### config.mk
export PLATFORM = sky130hd
export DESIGN_NAME = stage_id_flat
export DESIGN_NICKNAME = d
export VERILOG_FILES = /design/src/rtl/stage_id_pkg.sv /design/src/rtl/stage_id_if.sv /design/src/rtl/stage_id_decoder.sv /design/src/rtl/stage_id.sv /design/src/flat_wrapper.sv
export SDC_FILE = /design/constraint.sdc
export NUM_CORES = 1
export LEC_CHECK = 0
export CAP_MARGIN = 20
export CORE_MARGIN = 1
export CORE_UTILIZATION = 30
export DETAILED_ROUTE_END_ITERATION = 7
export PLACE_DENSITY = 0.76
export SYNTH_ARGS = -nofsm -noshare
export SYNTH_HDL_FRONTEND = slang
export SYNTH_SLANG_ARGS = --single-unit
### constraint.sdc
create_clock -name clock -period 1.85 [get_ports clock]
set_input_delay 0.37 -clock clock [delete_from_list [all_inputs] [get_ports clock]]
set_output_delay 0.37 -clock clock [all_outputs]
set_load 0.02 [all_outputs]
### src/rtl/stage_id_pkg.sv
`default_nettype none
// ============================================================================
// Module      : cpu_defs (package)
// Description : MIPS opcode/funct constants, EX operator/category codes and the
//               decode record shared by the ID stage and its decoder.
// Revision    : 1.0 - initial release
// ============================================================================
package cpu_defs;

    localparam logic [5:0] c_OPC_SPECIAL = 6'h00;
    localparam logic [5:0] c_OPC_ANDI    = 6'h0c;
    localparam logic [5:0] c_OPC_ORI     = 6'h0d;
    localparam logic [5:0] c_OPC_XORI    = 6'h0e;
    localparam logic [5:0] c_OPC_LUI     = 6'h0f;

    localparam logic [5:0] c_FUNCT_AND   = 6'h24;
    localparam logic [5:0] c_FUNCT_OR    = 6'h25;
    localparam logic [5:0] c_FUNCT_XOR   = 6'h26;
    localparam logic [5:0] c_FUNCT_NOR   = 6'h27;

    localparam logic [7:0] c_OP_NOP      = 8'b00000000;
    localparam logic [7:0] c_OP_AND      = 8'b00100100;
    localparam logic [7:0] c_OP_OR       = 8'b00100101;
    localparam logic [7:0] c_OP_XOR      = 8'b00100110;
    localparam logic [7:0] c_OP_NOR      = 8'b00100111;

    localparam logic [2:0] c_CAT_NOP     = 3'b000;
    localparam logic [2:0] c_CAT_LOGIC   = 3'b001;

    localparam logic [4:0] c_REG_ZERO    = 5'd0;

    typedef struct packed {
        logic [7:0]  operator_code;
        logic [2:0]  category;
        logic        read_enable_a;
        logic [4:0]  read_address_a;
        logic        read_enable_b;
        logic [4:0]  read_address_b;
        logic [31:0] immediate;
        logic        write_enable;
        logic [4:0]  write_address;
    } decode_t;

    localparam decode_t c_DECODE_NOP = '0;

    function automatic logic [31:0] f_zero_extend16(input logic [15:0] value);
        return {16'h0000, value};
    endfunction

endpackage
`default_nettype wire

### src/rtl/stage_id_if.sv
`default_nettype none
// ============================================================================
// Module      : stage_id_if
// Description : ID-stage bus: pipeline control, IF/ID instruction, register
//               file read ports, EX/MEM write-back ports and ID/EX outputs.
// Revision    : 1.0 - initial release
// ============================================================================
interface stage_id_if #(
    parameter int DATA_WIDTH     = 32,
    parameter int REG_ADDR_WIDTH = 5
);
    logic                      stall;
    logic                      flush;
    logic                      instruction_valid;
    logic [31:0]               instruction;

    logic                      register_read_enable_a;
    logic [REG_ADDR_WIDTH-1:0] register_read_address_a;
    logic [DATA_WIDTH-1:0]     register_read_data_a;
    logic                      register_read_enable_b;
    logic [REG_ADDR_WIDTH-1:0] register_read_address_b;
    logic [DATA_WIDTH-1:0]     register_read_data_b;

    logic                      ex_register_write_enable;
    logic [REG_ADDR_WIDTH-1:0] ex_register_write_address;
    logic [DATA_WIDTH-1:0]     ex_register_write_data;
    logic                      mem_register_write_enable;
    logic [REG_ADDR_WIDTH-1:0] mem_register_write_address;
    logic [DATA_WIDTH-1:0]     mem_register_write_data;

    logic [7:0]                operator;
    logic [2:0]                category;
    logic [DATA_WIDTH-1:0]     operand_a;
    logic [DATA_WIDTH-1:0]     operand_b;
    logic                      register_write_enable;
    logic [REG_ADDR_WIDTH-1:0] register_write_address;

    modport master (
        input  stall, flush, instruction_valid, instruction,
        input  register_read_data_a, register_read_data_b,
        input  ex_register_write_enable, ex_register_write_address, ex_register_write_data,
        input  mem_register_write_enable, mem_register_write_address, mem_register_write_data,
        output register_read_enable_a, register_read_address_a,
        output register_read_enable_b, register_read_address_b,
        output operator, category, operand_a, operand_b,
        output register_write_enable, register_write_address
    );

    modport slave (
        output stall, flush, instruction_valid, instruction,
        output register_read_data_a, register_read_data_b,
        output ex_register_write_enable, ex_register_write_address, ex_register_write_data,
        output mem_register_write_enable, mem_register_write_address, mem_register_write_data,
        input  register_read_enable_a, register_read_address_a,
        input  register_read_enable_b, register_read_address_b,
        input  operator, category, operand_a, operand_b,
        input  register_write_enable, register_write_address
    );

endinterface
`default_nettype wire

### src/rtl/stage_id_decoder.sv
`default_nettype none
// ============================================================================
// Module      : instruction_decoder
// Description : Combinational MIPS logic-subset decoder producing operator,
//               category, read requests, immediate and destination.
// Revision    : 1.0 - initial release
// ============================================================================
module instruction_decoder
    import cpu_defs::*;
(
    input  logic        i_instruction_valid,
    input  logic [31:0] i_instruction,
    output decode_t     o_decode
);

    logic [5:0]  w_opcode;
    logic [4:0]  w_rs;
    logic [4:0]  w_rt;
    logic [4:0]  w_rd;
    logic [5:0]  w_funct;
    logic [15:0] w_imm16;
    logic [7:0]  w_operator;
    logic        w_rtype;
    logic        w_lui;
    logic [4:0]  w_dest;

    assign w_opcode = i_instruction[31:26];
    assign w_rs     = i_instruction[25:21];
    assign w_rt     = i_instruction[20:16];
    assign w_rd     = i_instruction[15:11];
    assign w_funct  = i_instruction[5:0];
    assign w_imm16  = i_instruction[15:0];

    always_comb begin
        w_operator = c_OP_NOP;
        w_rtype    = 1'b0;
        w_lui      = 1'b0;
        case (w_opcode)
            c_OPC_SPECIAL: begin
                w_rtype = 1'b1;
                case (w_funct)
                    c_FUNCT_OR:  w_operator = c_OP_OR;
                    c_FUNCT_AND: w_operator = c_OP_AND;
                    c_FUNCT_XOR: w_operator = c_OP_XOR;
                    c_FUNCT_NOR: w_operator = c_OP_NOR;
                    default:     w_operator = c_OP_NOP;
                endcase
            end
            c_OPC_ORI:  w_operator = c_OP_OR;
            c_OPC_ANDI: w_operator = c_OP_AND;
            c_OPC_XORI: w_operator = c_OP_XOR;
            // LUI executes as OR of zero with the upper-shifted immediate
            c_OPC_LUI: begin
                w_operator = c_OP_OR;
                w_lui      = 1'b1;
            end
            default: w_operator = c_OP_NOP;
        endcase
    end

    assign w_dest = w_rtype ? w_rd : w_rt;

    always_comb begin
        o_decode = c_DECODE_NOP;
        if (i_instruction_valid && (w_operator != c_OP_NOP)) begin
            o_decode.operator_code  = w_operator;
            o_decode.category       = c_CAT_LOGIC;
            o_decode.read_enable_a  = !w_lui;
            o_decode.read_address_a = w_lui ? c_REG_ZERO : w_rs;
            o_decode.read_enable_b  = w_rtype;
            o_decode.read_address_b = w_rtype ? w_rt : c_REG_ZERO;
            if (w_rtype) begin
                o_decode.immediate = 32'h0000_0000;
            end else if (w_lui) begin
                o_decode.immediate = {w_imm16, 16'h0000};
            end else begin
                o_decode.immediate = f_zero_extend16(w_imm16);
            end
            o_decode.write_enable  = (w_dest != c_REG_ZERO);
            o_decode.write_address = w_dest;
        end
    end

endmodule
`default_nettype wire

### src/rtl/stage_id.sv
`default_nettype none
// ============================================================================
// Module      : stage_id
// Description : MIPS ID stage: decode, register-file read requests, operand
//               resolution and the ID/EX register with stall/flush control.
//               Define STAGE_ID_FORWARDING_EN to forward from EX/MEM ports.
// Revision    : 1.0 - initial release
// ============================================================================
module stage_id
    import cpu_defs::*;
#(
    parameter int DATA_WIDTH     = 32,
    parameter int REG_ADDR_WIDTH = 5
) (
    input  logic       clock,
    input  logic       reset,
    stage_id_if.master bus
);

    decode_t                   w_dec;
    logic [REG_ADDR_WIDTH-1:0] w_addr_a;
    logic [REG_ADDR_WIDTH-1:0] w_addr_b;
    logic [REG_ADDR_WIDTH-1:0] w_dest;
    logic [DATA_WIDTH-1:0]     w_imm;
    logic [DATA_WIDTH-1:0]     w_src_a;
    logic [DATA_WIDTH-1:0]     w_src_b;
    logic [DATA_WIDTH-1:0]     w_operand_a;
    logic [DATA_WIDTH-1:0]     w_operand_b;

    logic [7:0]                r_operator;
    logic [2:0]                r_category;
    logic [DATA_WIDTH-1:0]     r_operand_a;
    logic [DATA_WIDTH-1:0]     r_operand_b;
    logic                      r_write_enable;
    logic [REG_ADDR_WIDTH-1:0] r_write_address;

    instruction_decoder u_decoder (
        .i_instruction_valid (bus.instruction_valid),
        .i_instruction       (bus.instruction),
        .o_decode            (w_dec)
    );

    assign w_addr_a = REG_ADDR_WIDTH'(w_dec.read_address_a);
    assign w_addr_b = REG_ADDR_WIDTH'(w_dec.read_address_b);
    assign w_dest   = REG_ADDR_WIDTH'(w_dec.write_address);
    assign w_imm    = DATA_WIDTH'(w_dec.immediate);

    assign bus.register_read_enable_a  = w_dec.read_enable_a & ~reset;
    assign bus.register_read_address_a = w_addr_a;
    assign bus.register_read_enable_b  = w_dec.read_enable_b & ~reset;
    assign bus.register_read_address_b = w_addr_b;

    always_comb begin
        w_src_a = bus.register_read_data_a;
        w_src_b = bus.register_read_data_b;
`ifdef STAGE_ID_FORWARDING_EN
        // EX holds the younger result, so it wins over MEM
        if (bus.ex_register_write_enable && (bus.ex_register_write_address == w_addr_a)) begin
            w_src_a = bus.ex_register_write_data;
        end else if (bus.mem_register_write_enable && (bus.mem_register_write_address == w_addr_a)) begin
            w_src_a = bus.mem_register_write_data;
        end
        if (bus.ex_register_write_enable && (bus.ex_register_write_address == w_addr_b)) begin
            w_src_b = bus.ex_register_write_data;
        end else if (bus.mem_register_write_enable && (bus.mem_register_write_address == w_addr_b)) begin
            w_src_b = bus.mem_register_write_data;
        end
`endif
    end

    // $0 is hard-wired zero; disabled ports fall back to immediate or zero
    always_comb begin
        w_operand_a = '0;
        if (w_dec.read_enable_a && (w_addr_a != '0)) begin
            w_operand_a = w_src_a;
        end
        w_operand_b = w_imm;
        if (w_dec.read_enable_b) begin
            w_operand_b = (w_addr_b != '0) ? w_src_b : '0;
        end
    end

    always_ff @(posedge clock) begin
        if (reset || bus.flush) begin
            r_operator      <= c_OP_NOP;
            r_category      <= c_CAT_NOP;
            r_operand_a     <= '0;
            r_operand_b     <= '0;
            r_write_enable  <= 1'b0;
            r_write_address <= '0;
        end else if (bus.stall) begin
            r_operator      <= r_operator;
            r_category      <= r_category;
            r_operand_a     <= r_operand_a;
            r_operand_b     <= r_operand_b;
            r_write_enable  <= r_write_enable;
            r_write_address <= r_write_address;
        end else if (bus.instruction_valid) begin
            r_operator      <= w_dec.operator_code;
            r_category      <= w_dec.category;
            r_operand_a     <= w_operand_a;
            r_operand_b     <= w_operand_b;
            r_write_enable  <= w_dec.write_enable;
            r_write_address <= w_dest;
        end else begin
            r_operator      <= c_OP_NOP;
            r_category      <= c_CAT_NOP;
            r_operand_a     <= '0;
            r_operand_b     <= '0;
            r_write_enable  <= 1'b0;
            r_write_address <= '0;
        end
    end

    assign bus.operator               = r_operator;
    assign bus.category               = r_category;
    assign bus.operand_a              = r_operand_a;
    assign bus.operand_b              = r_operand_b;
    assign bus.register_write_enable  = r_write_enable;
    assign bus.register_write_address = r_write_address;

endmodule
`default_nettype wire

### src/flat_wrapper.sv
// flat-port wrapper written by rule: the top's interface ports become plain ports
module stage_id_flat import cpu_defs::*;
#(
    parameter int DATA_WIDTH     = 32,
    parameter int REG_ADDR_WIDTH = 5
)
  (clock, reset, bus_stall, bus_flush, bus_instruction_valid, bus_instruction, bus_register_read_data_a, bus_register_read_data_b, bus_ex_register_write_enable, bus_ex_register_write_address, bus_ex_register_write_data, bus_mem_register_write_enable, bus_mem_register_write_address, bus_mem_register_write_data, bus_register_read_enable_a, bus_register_read_address_a, bus_register_read_enable_b, bus_register_read_address_b, bus_operator, bus_category, bus_operand_a, bus_operand_b, bus_register_write_enable, bus_register_write_address);
  stage_id_if #(.DATA_WIDTH(DATA_WIDTH), .REG_ADDR_WIDTH(REG_ADDR_WIDTH)) bus_i ();
  input  logic clock;
  input  logic reset;
  input wire logic [$bits(bus_i.stall)-1:0] bus_stall;
  input wire logic [$bits(bus_i.flush)-1:0] bus_flush;
  input wire logic [$bits(bus_i.instruction_valid)-1:0] bus_instruction_valid;
  input wire logic [$bits(bus_i.instruction)-1:0] bus_instruction;
  input wire logic [$bits(bus_i.register_read_data_a)-1:0] bus_register_read_data_a;
  input wire logic [$bits(bus_i.register_read_data_b)-1:0] bus_register_read_data_b;
  input wire logic [$bits(bus_i.ex_register_write_enable)-1:0] bus_ex_register_write_enable;
  input wire logic [$bits(bus_i.ex_register_write_address)-1:0] bus_ex_register_write_address;
  input wire logic [$bits(bus_i.ex_register_write_data)-1:0] bus_ex_register_write_data;
  input wire logic [$bits(bus_i.mem_register_write_enable)-1:0] bus_mem_register_write_enable;
  input wire logic [$bits(bus_i.mem_register_write_address)-1:0] bus_mem_register_write_address;
  input wire logic [$bits(bus_i.mem_register_write_data)-1:0] bus_mem_register_write_data;
  output wire logic [$bits(bus_i.register_read_enable_a)-1:0] bus_register_read_enable_a;
  output wire logic [$bits(bus_i.register_read_address_a)-1:0] bus_register_read_address_a;
  output wire logic [$bits(bus_i.register_read_enable_b)-1:0] bus_register_read_enable_b;
  output wire logic [$bits(bus_i.register_read_address_b)-1:0] bus_register_read_address_b;
  output wire logic [$bits(bus_i.operator)-1:0] bus_operator;
  output wire logic [$bits(bus_i.category)-1:0] bus_category;
  output wire logic [$bits(bus_i.operand_a)-1:0] bus_operand_a;
  output wire logic [$bits(bus_i.operand_b)-1:0] bus_operand_b;
  output wire logic [$bits(bus_i.register_write_enable)-1:0] bus_register_write_enable;
  output wire logic [$bits(bus_i.register_write_address)-1:0] bus_register_write_address;
  assign bus_i.stall = bus_stall;
  assign bus_i.flush = bus_flush;
  assign bus_i.instruction_valid = bus_instruction_valid;
  assign bus_i.instruction = bus_instruction;
  assign bus_i.register_read_data_a = bus_register_read_data_a;
  assign bus_i.register_read_data_b = bus_register_read_data_b;
  assign bus_i.ex_register_write_enable = bus_ex_register_write_enable;
  assign bus_i.ex_register_write_address = bus_ex_register_write_address;
  assign bus_i.ex_register_write_data = bus_ex_register_write_data;
  assign bus_i.mem_register_write_enable = bus_mem_register_write_enable;
  assign bus_i.mem_register_write_address = bus_mem_register_write_address;
  assign bus_i.mem_register_write_data = bus_mem_register_write_data;
  assign bus_register_read_enable_a = bus_i.register_read_enable_a;
  assign bus_register_read_address_a = bus_i.register_read_address_a;
  assign bus_register_read_enable_b = bus_i.register_read_enable_b;
  assign bus_register_read_address_b = bus_i.register_read_address_b;
  assign bus_operator = bus_i.operator;
  assign bus_category = bus_i.category;
  assign bus_operand_a = bus_i.operand_a;
  assign bus_operand_b = bus_i.operand_b;
  assign bus_register_write_enable = bus_i.register_write_enable;
  assign bus_register_write_address = bus_i.register_write_address;
  stage_id #(.DATA_WIDTH(DATA_WIDTH), .REG_ADDR_WIDTH(REG_ADDR_WIDTH)) u_core (.clock(clock), .reset(reset), .bus(bus_i));
endmodule
==> results of run 1 <==
## worst max-delay path, stage by stage
cell      delay [ns]
buf_6           0.09
and4bb_2        0.33
nand3_2         0.11
a21boi_2        0.17
buf_6           0.15
nor2b_4         0.14
buf_6           0.12
## power by group through the flow
stage | Clock (mW) | Combinational, mW | Sequential, mW
2_1_floorplan | 0 | 0.101 | 1.64
3_3_place_gp | 0 | 0.412 | 1.63
3_5_place_dp | 0 | 0.414 | 1.63
4_1_cts | 1.29 | 0.419 | 1.59
5_1_grt | 1.38 | 0.450 | 1.60
6_report | 1.26 | 0.426 | 1.60
## routing by layer
metal,vias up,share of wire
met4,0,0.022
met1,1614,0.41
met2,170,0.50
met3,20,0.076
met5,-,0
li1,1690,-
## metrics by stage
stage / hold WS [ns] / setup WS [ns]
4_1_cts: 0.356 / -0.0203
2_1_floorplan: 0.495 / 0.00848
5_1_grt: 0.382 / -0.0699
3_3_place_gp: 0.435 / -0.835
3_5_place_dp: 0.442 / -0.916
6_report: 0.378 / -0.00274
## cells in the mapped netlist (all sizes together)
| cell type | count | area (um^2) |
|---|---|---|
| nor4 | 2 | 27.5 |
| a21o | 18 | 140 |
| a22o | 32 | 280 |
| a31oi | 1 | 12.5 |
| dlygate4sd1 | 1 | 8.76 |
| nor3 | 1 | 5.00 |
| or2 | 20 | 128 |
| o21ai | 7 | 35.0 |
| clkbuf | 8 | 30.0 |
| o21a | 1 | 7.51 |
| a2111oi | 1 | 8.76 |
| a32oi | 1 | 8.76 |
| nand2 | 27 | 101 |
| a21boi | 1 | 7.51 |
| and3 | 7 | 45.1 |
| nand4 | 1 | 21.3 |
| nand3 | 6 | 35.0 |
| dfxtp | 74 | 1480 |
| a32o | 18 | 180 |
| and2 | 9 | 56.3 |
| inv | 1 | 3.75 |
| a211o | 5 | 43.8 |
| nor2b | 1 | 6.26 |
| or4 | 3 | 22.5 |
| o31ai | 14 | 105 |
| nand2b | 1 | 6.26 |
| conb | 1 | 3.75 |
| o211a | 1 | 10.0 |
| buf | 24 | 194 |
| a22oi | 1 | 7.51 |
| and4bb | 2 | 25.0 |
| nor2 | 20 | 91.3 |
| a211oi | 2 | 40.0 |
| a21oi | 22 | 110 |
| o21bai | 1 | 18.8 |
## layout make-up
cell class	count	area share
clock buffer	10	0.0213
clock inverter	6	0.0111
inverter	1	0.000626
multi-input combinational	232	0.282
sequential	74	0.247
tap	136	0.0284
timing repair buffer	246	0.410
## flip-flops by register name, indices dropped and copies added, names as in the netlist
name / count
u_core.bus.operand_a: 32
u_core.bus.operand_b: 32
u_core.bus.register_write_address: 5
u_core.bus.operator: 3
u_core.bus.category: 1
u_core.bus.register_write_enable: 1
## kinds of logic after synthesis
logic type,after synthesis,synth area share
buffers and inverters,34,0.0715
DFF,74,0.448
and+or+nand+nor,100,0.172
other,1,0.00113
AOI/OAI and AO/OA,126,0.307
## worst max-delay path by stage
stage | cells after the start | start | slack, ns | end
floorplan | 5 | bus_instruction[27] | 0.008 | bus_register_read_address_a[0]
global placement | 6 | bus_instruction[27] | -0.83 | bus_register_read_address_b[0]
detailed placement | 6 | bus_instruction[27] | -0.92 | bus_register_read_address_b[0]
CTS | 11 | bus_instruction[28] | -0.02 | u_core.bus.operand_a[13]
global route | 7 | bus_instruction[4] | -0.07 | bus_register_read_enable_a
finish | 7 | bus_instruction[4] | -0.003 | bus_register_read_enable_a
## repair_timing
action / 4_1_cts / 5_1_grt
endpoints found under the setup margin: 52 / 54
cloned: 0 / 3
pin swaps: 23 / 11
resized for setup: 120 / 24
buffers inserted: 6 / 4
==> flow_summary.ini, run 1 <==
[grt]
grt_use_met1 = 0.234
grt_max_degree = 38
grt.met2_usage = 0.348
grt.total_usage = 0.201
grt_pass1_wl_um = 17800
grt_pass1_vias = 3467
use_met3 = 0.0511
grt-ovfl-total = 0
grt_antenna_before_repair = 0
grt.busiest_layer = met2

[finish]
drive_above_1_share = 0.236
seqCellArea_um2 = 1480
multi_input_area_um2 = 1690
finalNonFillerCells = 705
num_antenna_cells = 0
layout.nets = 741
final_area_um2 = 6000
mostFrequentLayoutCell = clkdlybuf4s50_1
layout_common_cells = clkdlybuf4s50_1 (163), dfxtp_1 (74), buf_4 (47), a22o_1 (32), nand2_1 (26)
fill_cells = 892
syn_to_final_growth_pct = 81.4
fin_util = 0.571

[clock_network]
htreeDepth = 3
clockBufferDepth = 2
clk_pin_slew_ns = 0.08
root_buffer = clkbuf_8
clk_latency_ns = 0.35
cts_buffers = 9
tritoncts = yes
hold_buffers = 0
clkSinkCount = 74

[power_and_ir_drop]
clockPowerShare = 0.384
comb_power_share = 0.130
ir_drop_v = 0.000357
power.total_mw = 3.28
switching_share = 0.242
p_seq_frac = 0.486
intPower_mw = 2.48
leakage_nw = 2.37
power_switching_mw = 0.795
p_per_area_nw_per_um2 = 547

[setup_path]
crit_type = in2out
cp-end-kind = output port
critPathRequiredTime_ns = 1.48
reg2reg_setup_slack_ns = 1.11
worstSetupStartpointType = primary input
timing.rr.end = u_core.bus.register_write_enable
arrival_ns = 1.48
crit_fanout = 6
r2r_start = u_core.bus.register_write_enable
r2r_cells = 2

[place]
place_inst = 679
io_buffers = 187
placed_area_um2 = 5600
place_congestion = 0.887
hpwl_um = 8820

[status]
violations = setup timing
status = finished with violations

[drt]
ant_nets = 0
drt_iter0_markers = 232
drc = 0
routed_wl_um = 12000
first_pass_iters = 4
routedWlPerCell_um = 17.0
vias = 3494
avgViaCountPerCell = 4.96

[timing]
fin_skew_ns = 0
tns_ns = -0.00274
setup_viol = 1
slew_violations = 0
rsz0062_at_grt = yes
period_share = 1.00
fmax_mhz = 540
fin_crit_ns = 1.85
finalHoldViolCount = 0
worst_slack_ns = -0.00274

[min_path]
min_from = bus_instruction[2]
min_to = u_core.bus.operand_b[2]
hp-class = in2reg
holdPathStages = 3

[synth]
avgSynthCellArea_um2 = 9.88
yosysSeqAreaShare = 0.448
syn_inst = 335
synth_seq_cells = 74
synth_area_um2 = 3310
yosysWarnings = 0
synthDistinctLibCells = 46

[die]
start_util = 0.315
core_um2 = 10500
rows = 37
fp.dieW_um = 107
die-area_um2 = 11500
num_io_pins = 270
die_y_um = 107

[job]
maxCapViolCount = 0
(Power assumes the default switching activity.)
==> inputs of run 2 (changes only) <==
- ABC_AREA: default -> 1
- CORE_UTILIZATION: 30 -> 31
==> run 2 against run 1 <==
Effect of this change: the flow still finishes with violations (setup timing); power is 24% higher; combinational power is 5.4% higher; first-iteration DRC count is 22% higher; die area is 2.3% higher; via count is 22% higher; hold slack better by 0.084 ns; clock skew stayed put.
==> flow_summary.ini, run 2 <==
[finish]
syn_to_final_growth_pct = 81.3
layout_common_cells = nand2_1 (214), clkdlybuf4s50_1 (163), a21oi_1 (100), dfxtp_1 (74), buf_4 (40)
fin_util = 0.580
fill_cells = 972
mostFrequentLayoutCell = nand2_1
drive_above_1_share = 0.171
layout.nets = 919
finalNonFillerCells = 888

[clock_network]
clockBufferDepth = 2
clk_pin_slew_ns = 0.06
cts_buffers = 9
clk_latency_ns = 0.33
htreeDepth = 3
hold_buffers = 0
tritoncts = yes
clkSinkCount = 74
root_buffer = clkbuf_16

[place]
place_ws_ns = -0.923
place_inst = 860
place_congestion = 0.913
hpwl_um = 9340
io_buffers = 187

[synth]
synth_top_area_frac = 0.423
muxShareOfSynthArea = 0
synth_flop_cell = dfxtp_1
synth-xor-area-share = 0
synthTopCellsByArea = dfxtp_1 (42%), nand2_1 (24%), a21oi_1 (15%)
synth_area_um2 = 3500
synthDistinctLibCells = 21
yosysSeqAreaShare = 0.423
synth_seq_cells = 74
synth_compound_area_frac = 0.175
synth_most_common_cell = nand2_1
synth_top_family_by_area = simple AND/OR/NAND/NOR gates
yosys.area_share.simple = 0.318
syn_inst = 535
synthTopCellsByCount = nand2_1 (220), a21oi_1 (103), dfxtp_1 (74)
synth_fa_ha_area_frac = 0
avgSynthCellArea_um2 = 6.54
yosysTopAreaCell = dfxtp_1
async_reset_ff_frac = 0
synth-edff-count = 0
yosysWarnings = 0

[grt]
grt_pass1_wl_um = 19000
grt_max_degree = 75
grt_antenna_before_repair = 1
grt_pass1_vias = 3896
grt-ovfl-total = 0
grt.total_usage = 0.211

[die]
core_um2 = 10900
num_io_pins = 270
die-area_um2 = 11700
die_y_um = 108
start_util = 0.320
fp.dieW_um = 108
rows = 38

[job]
maxCapViolCount = 0

[setup_path]
critPathRequiredTime_ns = 1.48
slowest_delay_ns = 0.22
crit_type = in2out
cp-end-kind = output port
worstSetupStartpointType = primary input
crit_chain = buf_6, nor2_4, nand3_2, buf_6, a211oi_4, inv_4, nor2_1, buf_4
crit_fanout = 7
path_delay_family = buffers and inverters
crit_buf_inv = 4
cp_slowest_cell = a211oi_4
cpMostUsedCell = buf_6
arrival_ns = 1.48

[timing]
fin_crit_ns = 1.85
tns_ns = -0.00679
fmax_mhz = 539
fin_skew_ns = 0
rsz0062_at_grt = yes
period_share = 1.00
worst_slack_ns = -0.00425
finalHoldViolCount = 0
slew_violations = 0
setup_viol = 3

[status]
status = finished with violations
violations = setup timing

[drt]
drt_iter0_markers = 282
first_pass_iters = 5
vias = 4275
routed_wl_um = 13400
avgViaCountPerCell = 4.81
drc = 0
routedWlPerCell_um = 15.1
ant_nets = 0

[power_and_ir_drop]
leakage_nw = 2.12
p_per_area_nw_per_um2 = 643
power.total_mw = 4.08
ir_drop_v = 0.000499

[min_path]
hp-class = reg2reg
## run 2: final timing paths
check | startpoint | to | slack (ns) | cells past startpoint
worst max-delay path | bus_instruction[31] | bus_register_read_enable_b | -0.004 | 8
worst min-delay path | u_core.bus.operator[0] | u_core.bus.operator[0] | 0.46 | 2
worst max register to register | u_core.bus.operator[2] | u_core.bus.operator[2] | 1.18 | 2
worst min register to register | u_core.bus.operator[0] | u_core.bus.operator[0] | 0.46 | 2
## run 2: tightest hold or removal path, stage by stage (launching register included)
cell	delay, ns
dfxtp_1	0.31
nand2_1	0.06
a21oi_1	0.05
## run 2: kinds of logic after synthesis
kind of cell	after synthesis
simple gates	280
buf+inv	63
other cells	1
flops	74
compound gates	117
## run 2: metal layers
metal	track usage	part of all wire
met5	0	0
met4	0.114	0.034
met3	0.0344	0.067
met2	0.346	0.47
met1	0.265	0.43
## run 2: timing repair
| item | CTS | global route |
|---|---|---|
| pin swaps | 15 | 9 |
| setup buffers | 0 | 8 |
| gates cloned | 0 | 3 |
| gates resized for setup | 133 | 26 |
| endpoints found under the setup margin | 78 | 44 |
## run 2: power breakdown
group / total [mW] / internal, mW / switching (mW)
Combinational: 0.449 / 0.247 / 0.202
Clock: 2.04 / 1.36 / 0.680
Sequential: 1.60 / 1.60 / 0.00113
## run 2: stage by stage
| step | cell area [um^2] | hold slack (ns) |
|---|---|---|
| final | 6340 | 0.462 |
| after global routing | 6340 | 0.475 |
| after CTS | 6110 | 0.463 |
| after detailed placement | 5700 | 0.455 |
| after global placement | 5700 | 0.442 |
| after floorplan | 3550 | 0.530 |
## run 2: final cells by class
class                           count  area [um^2]  area share
Timing Repair Buffer              236         2350       0.371
Multi-Input combinational cell    403         1900       0.300
Sequential cell                    74         1480       0.234
Clock buffer                       10          239      0.0377
Tap cell                          140          175      0.0276
Clock inverter                      6          111      0.0176
Inverter                           18         77.6      0.0122
Antenna cell                        1         2.50    0.000394
==> edit 1 (settings of run 1) <==
The option `STAGE_ID_FORWARDING_EN` is turned on by a define.
--- a/src/rtl/stage_id.sv
+++ b/src/rtl/stage_id.sv
@@ -7,4 +7,6 @@
 // Revision    : 1.0 - initial release
 // ============================================================================
+`define STAGE_ID_FORWARDING_EN
+
 module stage_id
     import cpu_defs::*;
Behaviour: not the same (Yosys sat finds a counterexample within 4 cycles, from zero or initial values).
==> edit 1 against run 1 <==
The flow still finishes with violations (negative setup slack). Hold slack improved by 0.071 ns. Setup slack lost 0.42 ns. Utilization grew 5.1 points. Global-route usage grew 8.8 points. Sequential cell count is the same. Power grew 43%. Wire length grew 130%. Final cell count rose by 77%. Sequential power about the same. Die area grew 61%. Final area grew 80%. Area after synthesis is 62% higher. Critical endpoint is now u_core.bus.operand_a[4]. Highest routed layer unchanged.
==> edit 1: results (changes against run 1) <==
| Metric | Value |
|---|---|
| Lkg Pwr | 4.11 nW (+73%) |
| Flop2flop setup slack | 0.91 ns (-0.20 ns) |
| Input/output buffers | 263 (+41%) |
| Multi-In Gates | 480 (+110%) |
| Hold Path End | u_core.bus.operand_a[15] |
| Root buffer cell | clkbuf_16 |
| Post-route setup slack | -0.419 ns (-0.417 ns) |
| Hold_sp | u_core.bus.operand_a[15] |
| Placed cells | 1,184 (+74%) |
| Clock power frac | 41.3% (+2.9 points) |
| Vias in the first global route | 6,945 (+100%) |
| Design area | 10,800 sq um (+80%) |
| Worst hold path class | flop to flop |
| WP data arrival | 2.50 ns (+1.02 ns) |
| Cell Area, Placed | 9070 sq um (+62%) |
| Non-clk bufs | 420 (+71%) |
| Max stage delay cell, worst path | or2_4 |
| Final wirelength | 28,000 um (+130%) |
| Clock slew at reported path FFs | 0.06 ns (-0.02 ns) |
| Commonest cells in the netlist | nand2_1 (82), dfxtp_1 (74), nor2_1 (53) |
| DP Worst Slack | -1.13 ns (-0.218 ns) |
| Critical path startpoint | bus_instruction[28] |
| Final hold slack | 0.449 ns (+0.0714 ns) |
| P_sw | 0.00124 W (+56%) |
| PwrDens | 435 nW/um^2 (-20%) |
| Top cell type's share of synthesized area | 27.6% (-17 points) |
| Overall routing resource usage | 28.9% (+8.8 points) |
| Seq/Total Area, Yosys | 27.6% (-17 points) |
| Largest net degree at the start of global routing | 37 (-2.6%) |
| Via-per-instance ratio | 5.54 (+12%) |
| Final GP Congestion | 0.985 (+11%) |
| Layout Cells excl Fill | 1,250 (+77%) |
| Final setup viols | 76 (+75) |
| Worst r2r src | u_core.bus.operand_b[3] |
| DR pass1 iterations | 8 (+4) |
| Reg2reg end | u_core.bus.operand_b[3] |
| Distinct cell type count after synthesis | 61 (+33%) |
| Inverter count | 36 (+35) |
| Share of layout cells above drive strength 1 | 36.6% (+13 points) |
| Mapped Cells | 645 (+93%) |
| Peak supply drop | 0.460 mV (+29%) |
| Synth area leaders | dfxtp_1 (28%), a211oi_2 (7.0%), o31ai_2 (7.0%) |
| Hold path depth | 2 (-1) |
| Fin Setup TNS | -26.77 ns (-26.76 ns) |
| # fillers | 1,390 (+56%) |
| Outcome | complete, but fails checks |
| Failing checks | negative setup slack |
| Iteration-0 DRC count of the detailed router | 560 (+140%) |
| Final HPWL DP | 18,700 um (+110%) |
| Worst Path Max Fanout | 7 (+1) |
| Clkbuf count | 11 (+1) |
## edit 1: cell count changes after synthesis, moves of 34 or more
cell     before  now
inv_1         1   36
mux2i_1       0   36
nand2_1      27   82
nor2_1       19   53
nor3_1        1   39
## edit 1: logic make-up (layout without fill, tap and decap cells)
logic type / Yosys count / count (layout) / synth area share [%]
multiplexers: 36 / 36 / 6.72
buffers and inverters: 97 / 471 / 8.68
AO/OA/AOI/OAI: 201 / 201 / 34.7
flip-flops: 74 / 74 / 27.6
other: 1 / 6 / 0.0700
XOR/XNOR: 10 / 10 / 1.77
AND/OR/NAND/NOR: 226 / 227 / 20.4
## edit 1: layer usage
layer | wire (um) | GRT usage [%]
met5 | 0 | 0
met4 | 1020 | 12.0
met3 | 2450 | 7.71
met2 | 13500 | 49.1
met1 | 11000 | 34.2
==> edit 2 (settings of run 1) <==
Without the edit above. The package constant `c_REG_ZERO` goes from 5'd0 to 5'd1.
--- a/src/rtl/stage_id_pkg.sv
+++ b/src/rtl/stage_id_pkg.sv
@@ -28,5 +28,5 @@
     localparam logic [2:0] c_CAT_LOGIC   = 3'b001;
 
-    localparam logic [4:0] c_REG_ZERO    = 5'd0;
+    localparam logic [4:0] c_REG_ZERO    = 5'd1;
 
     typedef struct packed {
Behaviour: not the same (a bounded check fails within 4 cycles, from zero or initial values).
==> edit 2 against run 1 <==
The flow still finishes with violations (negative setup slack). Setup slack worse by 0.30 ns. Final area fell by 0.73%. Clock power is 12% higher. Wire length grew 6.3%. Power is 6.2% higher. Area after synthesis shrank 0.45%. Via count increased by 9.2%. Critical path depth decreased by 1. First-iteration DRC count is 34% higher. Sequential cell count unchanged. Sequential share of layout area up 0.18 points. Critical endpoint is now bus_register_read_address_a[2]. Largest cell class unchanged.
==> edit 2: results (changes against run 1) <==
| Metric | Value |
|---|---|
| Critical path startpoint | bus_instruction[29] |
| Final GP Congestion | 0.920 (+3.7%) |
| # fillers | 942 (+5.6%) |
| Seq/Total Area, Yosys | 45.0% (+0.20 points) |
| Setup repair bufs after CTS | 3 (-3) |
| Final hold slack | 0.361 ns (-0.0171 ns) |
| Layout non-clock buf frac | 39.5% (-1.4 points) |
| Failing checks | negative setup slack |
| Outcome | complete, but fails checks |
| Peak supply drop | 0.352 mV (-1.5%) |
| Clock power frac | 40.6% (+2.2 points) |
| Final HPWL DP | 9530 um (+8.1%) |
| Final setup viols | 11 (+10) |
| Mux cell area share after synthesis | 1.52% (+1.5 points) |
| Syn Area/Cell | 8.90 sq um (-9.9%) |
| WP data arrival | 1.78 ns (+0.30 ns) |
| Iteration-0 DRC count of the detailed router | 310 (+34%) |
| Final nets | 768 (+3.6%) |
| Largest net degree at the start of global routing | 35 (-7.9%) |
| Reg2reg end | u_core.bus.operand_a[12] |
| Placed cells | 709 (+4.4%) |
| Worst Reg-to-Reg Cells | 1 (-1) |
| Vias in the first global route | 3,751 (+8.2%) |
| Synth Area in Compound Gates | 29.1% (-1.6 points) |
| Worst r2r src | u_core.bus.operand_a[12] |
| Post-route setup slack | -0.304 ns (-0.301 ns) |
| Via-per-instance ratio | 5.21 (+5.2%) |
| Inverter count | 2 (+1) |
| CP endpoint | bus_register_read_address_a[2] |
| Non-clk bufs | 244 (-0.81%) |
| Flop2flop setup slack | 1.22 ns (+0.11 ns) |
[edit 2: cell types whose count changed in the layout (fill, tap and decap cells not counted), moves of 16 or more]
cell,before,now
or2_0,16,0
nand4_1,0,17
a22o_1,32,49
o21ai_0,7,27
a32o_1,18,0
nand2_1,26,42
[edit 2: routing by layer]
metal	global-route usage, %	routed length [um]	up-vias
li1	-	-	1808
met1	26.8	5210	1784
met2	37.1	6060	202
met3	6.38	1180	22
met4	7.34	267	0
met5	0	0	-
[edit 2: per-stage QoR]
step / worst slack (ns) / cell area [sq um] / TNS (ns) / utilization [%] / total power (W)
finish: -0.304 / 5960 / -2.09 / 56.9 / 0.00348
global route: -0.347 / 5960 / -2.56 / 56.9 / 0.00364
detailed placement: -1.18 / 5610 / -51.89 / 53.7 / 0.00209
CTS: -0.290 / 5890 / -1.82 / 56.3 / 0.00352
global placement: -1.15 / 5610 / -49.32 / 53.7 / 0.00208
floorplan: -0.161 / 3340 / -0.923 / - / 0.00176
